## src/rtl/ram_reader_pkg.sv

```systemverilog
// ram_reader_pkg: shared types and constants for the ram_reader burst engine.
//   state_t    - burst FSM states (IDLE, RUN, DRAIN)
//   OBUF_DEPTH - entries in the output skid buffer
//   occ_t      - occupancy count type for that buffer (0..OBUF_DEPTH)
package ram_reader_pkg;

  typedef enum logic [1:0] {
    IDLE,
    RUN,
    DRAIN
  } state_t;

  localparam int unsigned OBUF_DEPTH = 2;

  typedef logic [$clog2(OBUF_DEPTH+1)-1:0] occ_t;

endpackage

```

## src/rtl/ram_reader_obuf.sv

```systemverilog
// ram_reader_obuf: two-entry valid/ready buffer carrying {last, data}.
// Ports:
//   clk, rstN            clock, async active-low reset
//   push/pushLast/pushData  word returning from the RAM (caller guarantees space)
//   outValid/outReady    stream handshake
//   outData/outLast      head entry; outLast is qualified by outValid
//   occupancy            entries currently held (0..2), fed to the issue logic
module ram_reader_obuf
  import ram_reader_pkg::*;
#(
  parameter int unsigned Width = 16
) (
  input  logic             clk,
  input  logic             rstN,
  input  logic             push,
  input  logic             pushLast,
  input  logic [Width-1:0] pushData,
  output logic             outValid,
  input  logic             outReady,
  output logic [Width-1:0] outData,
  output logic             outLast,
  output occ_t             occupancy
);

  // ent0 is always the head; ent1 only holds a word while ent0 is full
  logic [Width:0] ent0;
  logic [Width:0] ent1;
  occ_t           occ;
  logic           pop;

  assign pop = (occ != '0) && outReady;

  always_ff @(posedge clk or negedge rstN) begin
    if (!rstN) begin
      ent0 <= '0;
      ent1 <= '0;
      occ  <= '0;
    end else begin
      unique case ({push, pop})
        2'b10: begin
          if (occ == '0) ent0 <= {pushLast, pushData};
          else           ent1 <= {pushLast, pushData};
          occ <= occ + occ_t'(1);
        end
        2'b01: begin
          ent0 <= ent1;
          occ  <= occ - occ_t'(1);
        end
        2'b11: begin
          if (occ == occ_t'(1)) begin
            ent0 <= {pushLast, pushData};
          end else begin
            ent0 <= ent1;
            ent1 <= {pushLast, pushData};
          end
        end
        default: ;
      endcase
    end
  end

  assign outValid  = (occ != '0);
  assign outData   = ent0[Width-1:0];
  assign outLast   = outValid & ent0[Width];
  assign occupancy = occ;

endmodule

```

## src/rtl/ram_reader.sv

```systemverilog
// ram_reader: burst read engine behind a one-cycle-latency RAM, presenting
// the words on a valid/ready stream with backpressure.
// Ports:
//   clk, rstN            clock, async active-low reset
//   start/baseAddr/length  burst request (sampled in IDLE only)
//   stride               address step (only with RAM_READER_STRIDE_EN defined)
//   busy, done           burst in progress / one-cycle end pulse
//   rdAddr, rdData       RAM read port
//   outValid/outReady/outData/outLast  output stream
// Build option: define RAM_READER_STRIDE_EN to add the stride input; otherwise
// the address step is fixed at 1.
module ram_reader
  import ram_reader_pkg::*;
#(
  parameter int unsigned Width = 16,
  parameter int unsigned Depth = 1024
) (
  input  logic                     clk,
  input  logic                     rstN,
  input  logic                     start,
  input  logic [$clog2(Depth)-1:0] baseAddr,
  input  logic [$clog2(Depth):0]   length,
`ifdef RAM_READER_STRIDE_EN
  input  logic [$clog2(Depth)-1:0] stride,
`endif
  output logic                     busy,
  output logic                     done,
  output logic [$clog2(Depth)-1:0] rdAddr,
  input  logic [Width-1:0]         rdData,
  output logic                     outValid,
  input  logic                     outReady,
  output logic [Width-1:0]         outData,
  output logic                     outLast
);

  localparam int unsigned AW  = $clog2(Depth);
  localparam logic [AW:0] ONE = (AW+1)'(1);

  state_t        state, stateNext;
  logic [AW-1:0] addr;
  logic [AW-1:0] step;
  logic [AW:0]   remaining;
  logic          inflight;
  logic          inflightLast;
  occ_t          occ;
  logic          pop;
  logic          issue;
  logic [2:0]    slots;
  logic          accept;

  assign accept = (state == IDLE) && start;
  assign pop    = outValid & outReady;

  // Buffer plus in-flight must stay within two once this cycle's pop retires.
  assign slots = 3'(occ) + 3'(inflight);
  assign issue = (state == RUN) && (remaining != '0) &&
                 (slots < (pop ? 3'd3 : 3'd2));

  always_comb begin
    stateNext = state;
    unique case (state)
      IDLE:    if (start && (length != '0)) stateNext = RUN;
      RUN:     if (issue && (remaining == ONE)) stateNext = DRAIN;
      DRAIN:   if (pop && outLast) stateNext = IDLE;
      default: stateNext = IDLE;
    endcase
  end

  always_ff @(posedge clk or negedge rstN) begin
    if (!rstN) begin
      state        <= IDLE;
      addr         <= '0;
      remaining    <= '0;
      inflight     <= 1'b0;
      inflightLast <= 1'b0;
      done         <= 1'b0;
    end else begin
      state        <= stateNext;
      inflight     <= issue;
      inflightLast <= issue && (remaining == ONE);
      done         <= (accept && (length == '0)) ||
                      ((state == DRAIN) && pop && outLast);
      if (accept) begin
        addr      <= baseAddr;
        remaining <= length;
      end else if (issue) begin
        addr      <= addr + step;
        remaining <= remaining - ONE;
      end
    end
  end

`ifdef RAM_READER_STRIDE_EN
  always_ff @(posedge clk or negedge rstN) begin
    if (!rstN)       step <= '0;
    else if (accept) step <= stride;
  end
`else
  assign step = AW'(1);
`endif

  assign busy   = (state != IDLE);
  assign rdAddr = addr;

  ram_reader_obuf #(
    .Width (Width)
  ) u_obuf (
    .clk       (clk),
    .rstN      (rstN),
    .push      (inflight),
    .pushLast  (inflightLast),
    .pushData  (rdData),
    .outValid  (outValid),
    .outReady  (outReady),
    .outData   (outData),
    .outLast   (outLast),
    .occupancy (occ)
  );

endmodule

```

## config.mk

```make
export PLATFORM = sky130hd
export DESIGN_NAME = ram_reader
export DESIGN_NICKNAME = d
export VERILOG_FILES = /design/src/rtl/ram_reader_pkg.sv /design/src/rtl/ram_reader_obuf.sv /design/src/rtl/ram_reader.sv
export SDC_FILE = /design/constraint.sdc
export NUM_CORES = 1
export LEC_CHECK = 0
export BUFFER_PORTS_ARGS = -buffer_cell sky130_fd_sc_hd__clkbuf_2
export CORE_UTILIZATION = 54
export DETAILED_ROUTE_END_ITERATION = 7
export GPL_TIMING_DRIVEN = 0
export HOLD_SLACK_MARGIN = 0.08
export PLACE_DENSITY = 0.86
export SYNTH_ARGS = -nofsm -noshare
export SYNTH_HDL_FRONTEND = slang
export SYNTH_SLANG_ARGS = --single-unit
```

## constraint.sdc

```tcl
create_clock -name clk -period 3.8 [get_ports clk]
set_input_delay 0.76 -clock clk [delete_from_list [all_inputs] [get_ports clk]]
set_output_delay 0.76 -clock clk [all_outputs]
set_load 0.01 [all_outputs]
```

# --- After elaboration in Yosys (flattened, before gate mapping) ---
# Index checks and enable logic that the tools add are counted.
op_classes:
  add_sub_neg: 5
  multipliers: 0
  n_div: 0
  n_lt_le_gt_ge: 1
  n_eq_ne: 13
  shifts: 0
  n_mux: 16
  n_bitwise: 2
  reduce_logical: 25
ops:
  columns: ["cell", "count"]
  rows:
  - ["two-way mux 17 bit", 4]
  - ["one-hot mux 17 bit (3 select lines)", 1]
  - ["one-hot mux 17 bit (2 select lines)", 1]
  - ["two-way mux 11 bit", 2]
  - ["nonzero test 11 bit", 2]
  - ["two-way mux 10 bit", 2]
  - ["== test 11 x 1 -> 1 bit, second input constant", 1]
  - ["zero test 11 bit", 1]
  - ["subtractor 11 x 1 -> 11 bit, second input constant", 1]
  - ["adder 10 x 1 -> 10 bit, second input constant", 1]
  - ["logical AND 1 bit", 10]
  - ["nonzero test 2 bit", 5]
  - ["== test 2 x 1 -> 1 bit, second input constant", 3]
  - ["== test 2 bit, second input constant", 3]
  - ["two-way mux 2 bit", 3]
  - ["!= test 2 x 1 -> 1 bit, second input constant", 3]
  - ["!= test 2 bit, second input constant", 3]
  - ["one-hot mux 2 bit (3 select lines)", 1]
  - ["AND reduction 3 bit", 2]
  - ["zero test 2 bit", 2]
  - ["one-hot mux 2 bit (2 select lines)", 1]
  - ["adder 2 x 1 -> 3 bit", 1]
  - ["less-than comparator 3 x 2 -> 1 bit", 1]
  - ["nonzero test 3 bit", 1]
  - ["other kinds (6)", 7]
word_totals:
  reg_bits: 62
  latch_bits: 0
  ramBits: 0
  rom_bits: 0
  in_bits: 41
  out_inout_bits: 30
  memories: 0

# --- Longest topological paths before layout ---
depth:
  ltp_word: 8
  mapped_depth: 10
  depth_no_buf: 9

# --- Cells and area by module ---
# A second synthesis with hierarchy kept.
unflattened:
  cells_unflattened: 360
  area_unflattened_um2: 3504.6
modules_own_cells:
  columns: ["module", "instances", "cells_each", "area_each_um2", "seq_area_each_um2"]
  rows:
  - ["ram_reader_obuf", 1, 176, 1879.3, 900.9]
  - ["ram_reader", 1, 184, 1625.3, 650.6]

# --- Worst setup path before layout ---
# OpenSTA, ideal clock, no wires.
synth_timing:
  path_kind: "in2reg"
  startpoint: "input port outReady"
  endpoint: "register u_obuf.ent1[10]"
  setup_ps: 125
  arrival_ps: 2606
  t_required_ps: 3675
  slack_ps: 1069
  stages: 8
  n_path_buf: 1
  cell_sequence: "nor2b_1 > inv_1 > ha_1 > nand2_1 > o21ai_0 > a21oi_1 > clkbuf_1 > mux2_2"
synth_between:
  elab_chain_len: 4
synth_lines:
  columns: ["item", "line_no", "source"]
  rows:
  - ["start: declaration", "ram_reader.sv:31", "input logic outReady,"]
  - ["logical AND 1 bit (*)", "ram_reader_obuf.sv:31", "assign pop = (occ != '0) && outReady;"]
  - ["== test 2 bit", "ram_reader_obuf.sv:39", "unique case ({push, pop})"]
  - ["!= test 2 bit (no source line) / nonzero test 2 bit (equally long branches)", null, null]
  - ["AND reduction 3 bit (no source line)", null, null]
  - ["end signal: assignment", "ram_reader_obuf.sv:42", "else ent1 <= {pushLast, pushData};"]
  - ["end signal: assignment", "ram_reader_obuf.sv:54", "ent1 <= {pushLast, pushData};"]
  - ["end: declaration", "ram_reader_obuf.sv:27", "logic [Width:0] ent1;"]
# Mark *: on every way between the ends. The rest lies on a longest branch, timed or not.
# A chain may end at the register's enable or synchronous reset.

# --- Worst setup path in the final report ---
layout_timing:
  startpoint: "register u_obuf.occ[0] (netlist: u_obuf.occupancy[0])"
  endpoint: "register u_obuf.ent1[9]"
layout_between:
  elab_chain_len: 5
layout_lines:
  columns: ["item", "line_no", "source"]
  rows:
  - ["start: declaration", "ram_reader_obuf.sv:28", "occ_t occ;"]
  - ["start signal: assignment", "ram_reader_obuf.sv:43", "occ <= occ + occ_t'(1);"]
  - ["start signal: assignment", "ram_reader_obuf.sv:47", "occ <= occ - occ_t'(1);"]
  - ["nonzero test 2 bit", "ram_reader_obuf.sv:31", null]
  - ["logical AND 1 bit", "ram_reader_obuf.sv:31", null]
  - ["== test 2 bit", "ram_reader_obuf.sv:39", null]
  - ["!= test 2 bit (no source line) / nonzero test 2 bit (equally long branches)", null, null]
  - ["AND reduction 3 bit (no source line)", null, null]
# Several ways; a longest one is shown, not always the timed one.

==> impl_metrics.csv <==
group,metric,value,unit
run_status,outcome,"finished, final reports clean",
drt,dr.pass1.iters,4,
synthesis,synthesis.yosys.warnings,0,
worst_setup_path,cpLargestDelayFamily,"buffers and inverters",
worst_setup_path,cp_data_required_time,4030,ps
worst_setup_path,timing.critical_path.cells,"inv_1, ha_1, nor2b_1, inv_1, ha_1, nand2_1, o21ai_0, a21oi_1, clkbuf_1, mux2_2",
synthesis,synth_nets,362,
die,num_rows,27,
clocking,worstSkewPairLatency,350,ps
synthesis,synth_top_area_cell,"sky130_fd_sc_hd__dfrtp_1",
clocking,ctsHoldBuffers,0,
clocking,post_cts.repair.setup_buffers,0,
worst_setup_path,worstSetupPathType,"reg -> reg",
drt,drt_iter0_drc,186,
pwr,max-vdd-ir-drop,0.000517,V
worst_setup_path,setup_crit_start,"u_obuf.occupancy[0]",
timing,worst_pin_slew,861,ps
final_layout,final_net_count,443,
die,num_io_pins,71,
drt,wl_met3,452,um
worst_setup_path,worstReg2RegStart,"u_obuf.occupancy[0]",
timing,grt_setup_unrepaired,"no",
run,timing.max_cap.violations,0,
synthesis,yosys.cell_types.count,51,
final_layout,layoutNonFillerInstCount,468,
grt,grt_first_pass_wirelength,11600,um
timing,setup_viol_count_final,0,
drt,route.layer.met1.wl,3030,um
placement,placed_cells,452,
drt,routed_via_count,2607,
placement,dp_hpwl,5050,um
clocking,cts_num_sinks,62,
drt,drc,0,
worst_setup_path,path_buf_inv,3,
placement,port-buffer-count,70,
drt,overall_routed_net_length,6930,um
clocking,clock_tree.htree_level_count,3,
drt,routed.top_layer,"met4",
die,die_area,0.00628,mm2
pwr,power-per-cell-area,949,mW/mm2
drt,drt-wirelength-per-cell,14.8,um
pwr,total_power,3.71,mW
die,die_width,79.2,um
placement,routabilityCongestion,0.865,
final_layout,antenna-diode-count,0,
timing,min_period_over_period,0.827,
synthesis,syn_avg_cell_area,10.4,um2
worst_setup_path,critical-path-max-stage-delay,600,ps
final_layout,final_area,0.00391,mm2
placement,place_area,0.00366,mm2
die,fp.dieH,79.2,um
synthesis,netlist_instances,310,
drt,post_drt_via_cell_ratio,5.57,
clocking,cts_tree,"built",
grt,track_usage,0.244,
timing,rel_slew_slack,0.426,
worst_setup_path,endpoint_kind,"flop",
timing,period_needed,3140,ps
clocking,clk_root_buffer_cell,"sky130_fd_sc_hd__clkbuf_8",
min_path,min_path_type,"reg -> reg",
final_layout,area_growth,21.4,%
synthesis,synth_top_area_share,0.482,
timing,clock_skew,9.06,ps
grt,largest_net_degree_at_the_start_of_global_routing,63,
timing,hold_viol_final,0,
clocking,clkTransAtPathRegs,80,ps
synthesis,synth_area,0.00322,mm2
worst_setup_path,worst-path-max-fanout,10,
final_layout,drive_gt1_frac,0.346,
clocking,post_cts_resized,0,
die,floorplan.initialDensity,0.571,
synthesis,post_synth_main_area_contributors,"sky130_fd_sc_hd__dfrtp_1, sky130_fd_sc_hd__mux2_2, sky130_fd_sc_hd__ha_1, sky130_fd_sc_hd__a22oi_1, sky130_fd_sc_hd__nand2_1",
worst_setup_path,start_kind,"flop",
final_layout,utilization,0.693,
clocking,cts-buffers-inserted,9,
grt,first_global_vias,2465,
timing,fmax,0.318,GHz
drt,wl_met2,3340,um
pwr,total_leakage_power,1.87,nW
synthesis,synthesis_stage_register_bit_count,62,
worst_setup_path,worstPathArrival,3380,ps
grt,grt_antenna_before_repair,0,
clocking,clock_path_buffers,2,
die,floorplan.core_area,0.00564,mm2
worst_setup_path,timing.critical_path.slowest_stage_cell,"sky130_fd_sc_hd__a21oi_1",
synthesis,seq_area_frac_synth,0.482,
drt,ant_nets,0,
timing,setup_total_negative_slack,0,ps
min_path,hold_start,"u_obuf.ent0[11]",
grt,grt_overflow,0,
timing,report.final.slew_viol_count,0,
==> power by group <==
part	leakage, nW	switching (mW)	total (mW)	internal [mW]
Combinational	0.987	0.961	1.82	0.854
Sequential	0.759	0.221	1.18	0.957
Clock	0.124	0.277	0.716	0.439
==> placed cells by master (no fill, tap or decap), drive strengths merged, types with 10 or more instances in the layout <==
cell type,synthesis,final
nand2,36,36
dfrtp,62,62
ha,11,11
a22oi,18,18
inv,16,17
nand3,14,14
clkbuf,9,88
buf,19,19
nor2,10,10
o21ai,27,27
mux2,17,17
==> layer usage <==
layer	up-vias	global-route usage
met5	-	0
met4	0	0.0909
met3	11	0.0609
met2	102	0.398
met1	1218	0.313
li1	1276	-
==> stage by stage <==
stage                     setup WS, ps  hold WS, ps
after floorplan                   1070          446
after global routing               381          512
after detailed placement           501          471
final                              658          482
after CTS                          611          487
after global placement             590          463
==> cells by family after synthesis <==
family	Yosys count	share of synthesized area
AO/OA/AOI/OAI	80	0.183
XOR/XNOR	6	0.0163
adder cells (fa/ha/maj)	11	0.0427
buffers and inverters	44	0.0757
flip-flops	62	0.482
multiplexers	18	0.0625
AND/OR/NAND/NOR	89	0.139
==> Yosys cell counts, drive strengths merged <==
master / instances
dfrtp: 62
nand2: 36
o21ai: 27
buf: 19
a22oi: 18
mux2: 17
inv: 16
nand3: 14
ha: 11
nor2: 10
clkbuf: 9
a21oi: 7
a221o: 7
nor3: 7
a21o: 6
nand4: 5
nor4: 5
xor2: 4
and3: 3
a31o: 2
a31oi: 2
nor2b: 2
nor3b: 2
o221a: 2
o221ai: 2
o22ai: 2
xnor2: 2
a2111oi: 1
a211oi: 1
a311oi: 1
and2: 1
and2b: 1
and3b: 1
mux2i: 1
o21a: 1
o21ba: 1
or3: 1
or3b: 1
==> flip-flops by register name (all words and copies together) (netlist names) <==
| register | cells |
|---|---|
| done | 1 |
| inflight | 1 |
| inflightLast | 1 |
| rdAddr | 10 |
| remaining | 11 |
| state | 2 |
| u_obuf.ent0 | 17 |
| u_obuf.ent1 | 17 |
| u_obuf.occupancy | 2 |
==> worst paths after layout <==
check                      depth (start not counted)               to  slack (ps)
setup reg to reg                                  10   u_obuf.ent1[9]         660
min in group asynchronous                          1   u_obuf.ent0[7]         540
hold reg to reg                                    2  u_obuf.ent0[11]         480
max in group asynchronous                          1   u_obuf.ent1[3]        2690
hold / removal                                     2  u_obuf.ent0[11]         480
setup / recovery                                  10   u_obuf.ent1[9]         660
==> final cells by class <==
type / instances / area, um2
plain buffers: 28 / 184
clock buffers: 9 / 124
clock inverters: 7 / 121
fillers: 439 / 1730
inverters: 16 / 60.1
multi-input cells: 204 / 1430
flip-flops and latches: 62 / 1550
well taps: 72 / 90.1
repair buffers: 70 / 353
==> worst reg2reg max path, delay by kind of cell, from the launching register on <==
family	cells	cell delay (ps)
simple gates	2	410
compound gates	2	670
flops	1	420
mux	1	410
fa+ha+maj	2	460
buf+inv	3	670
Power figures use the tool's default switching activity.
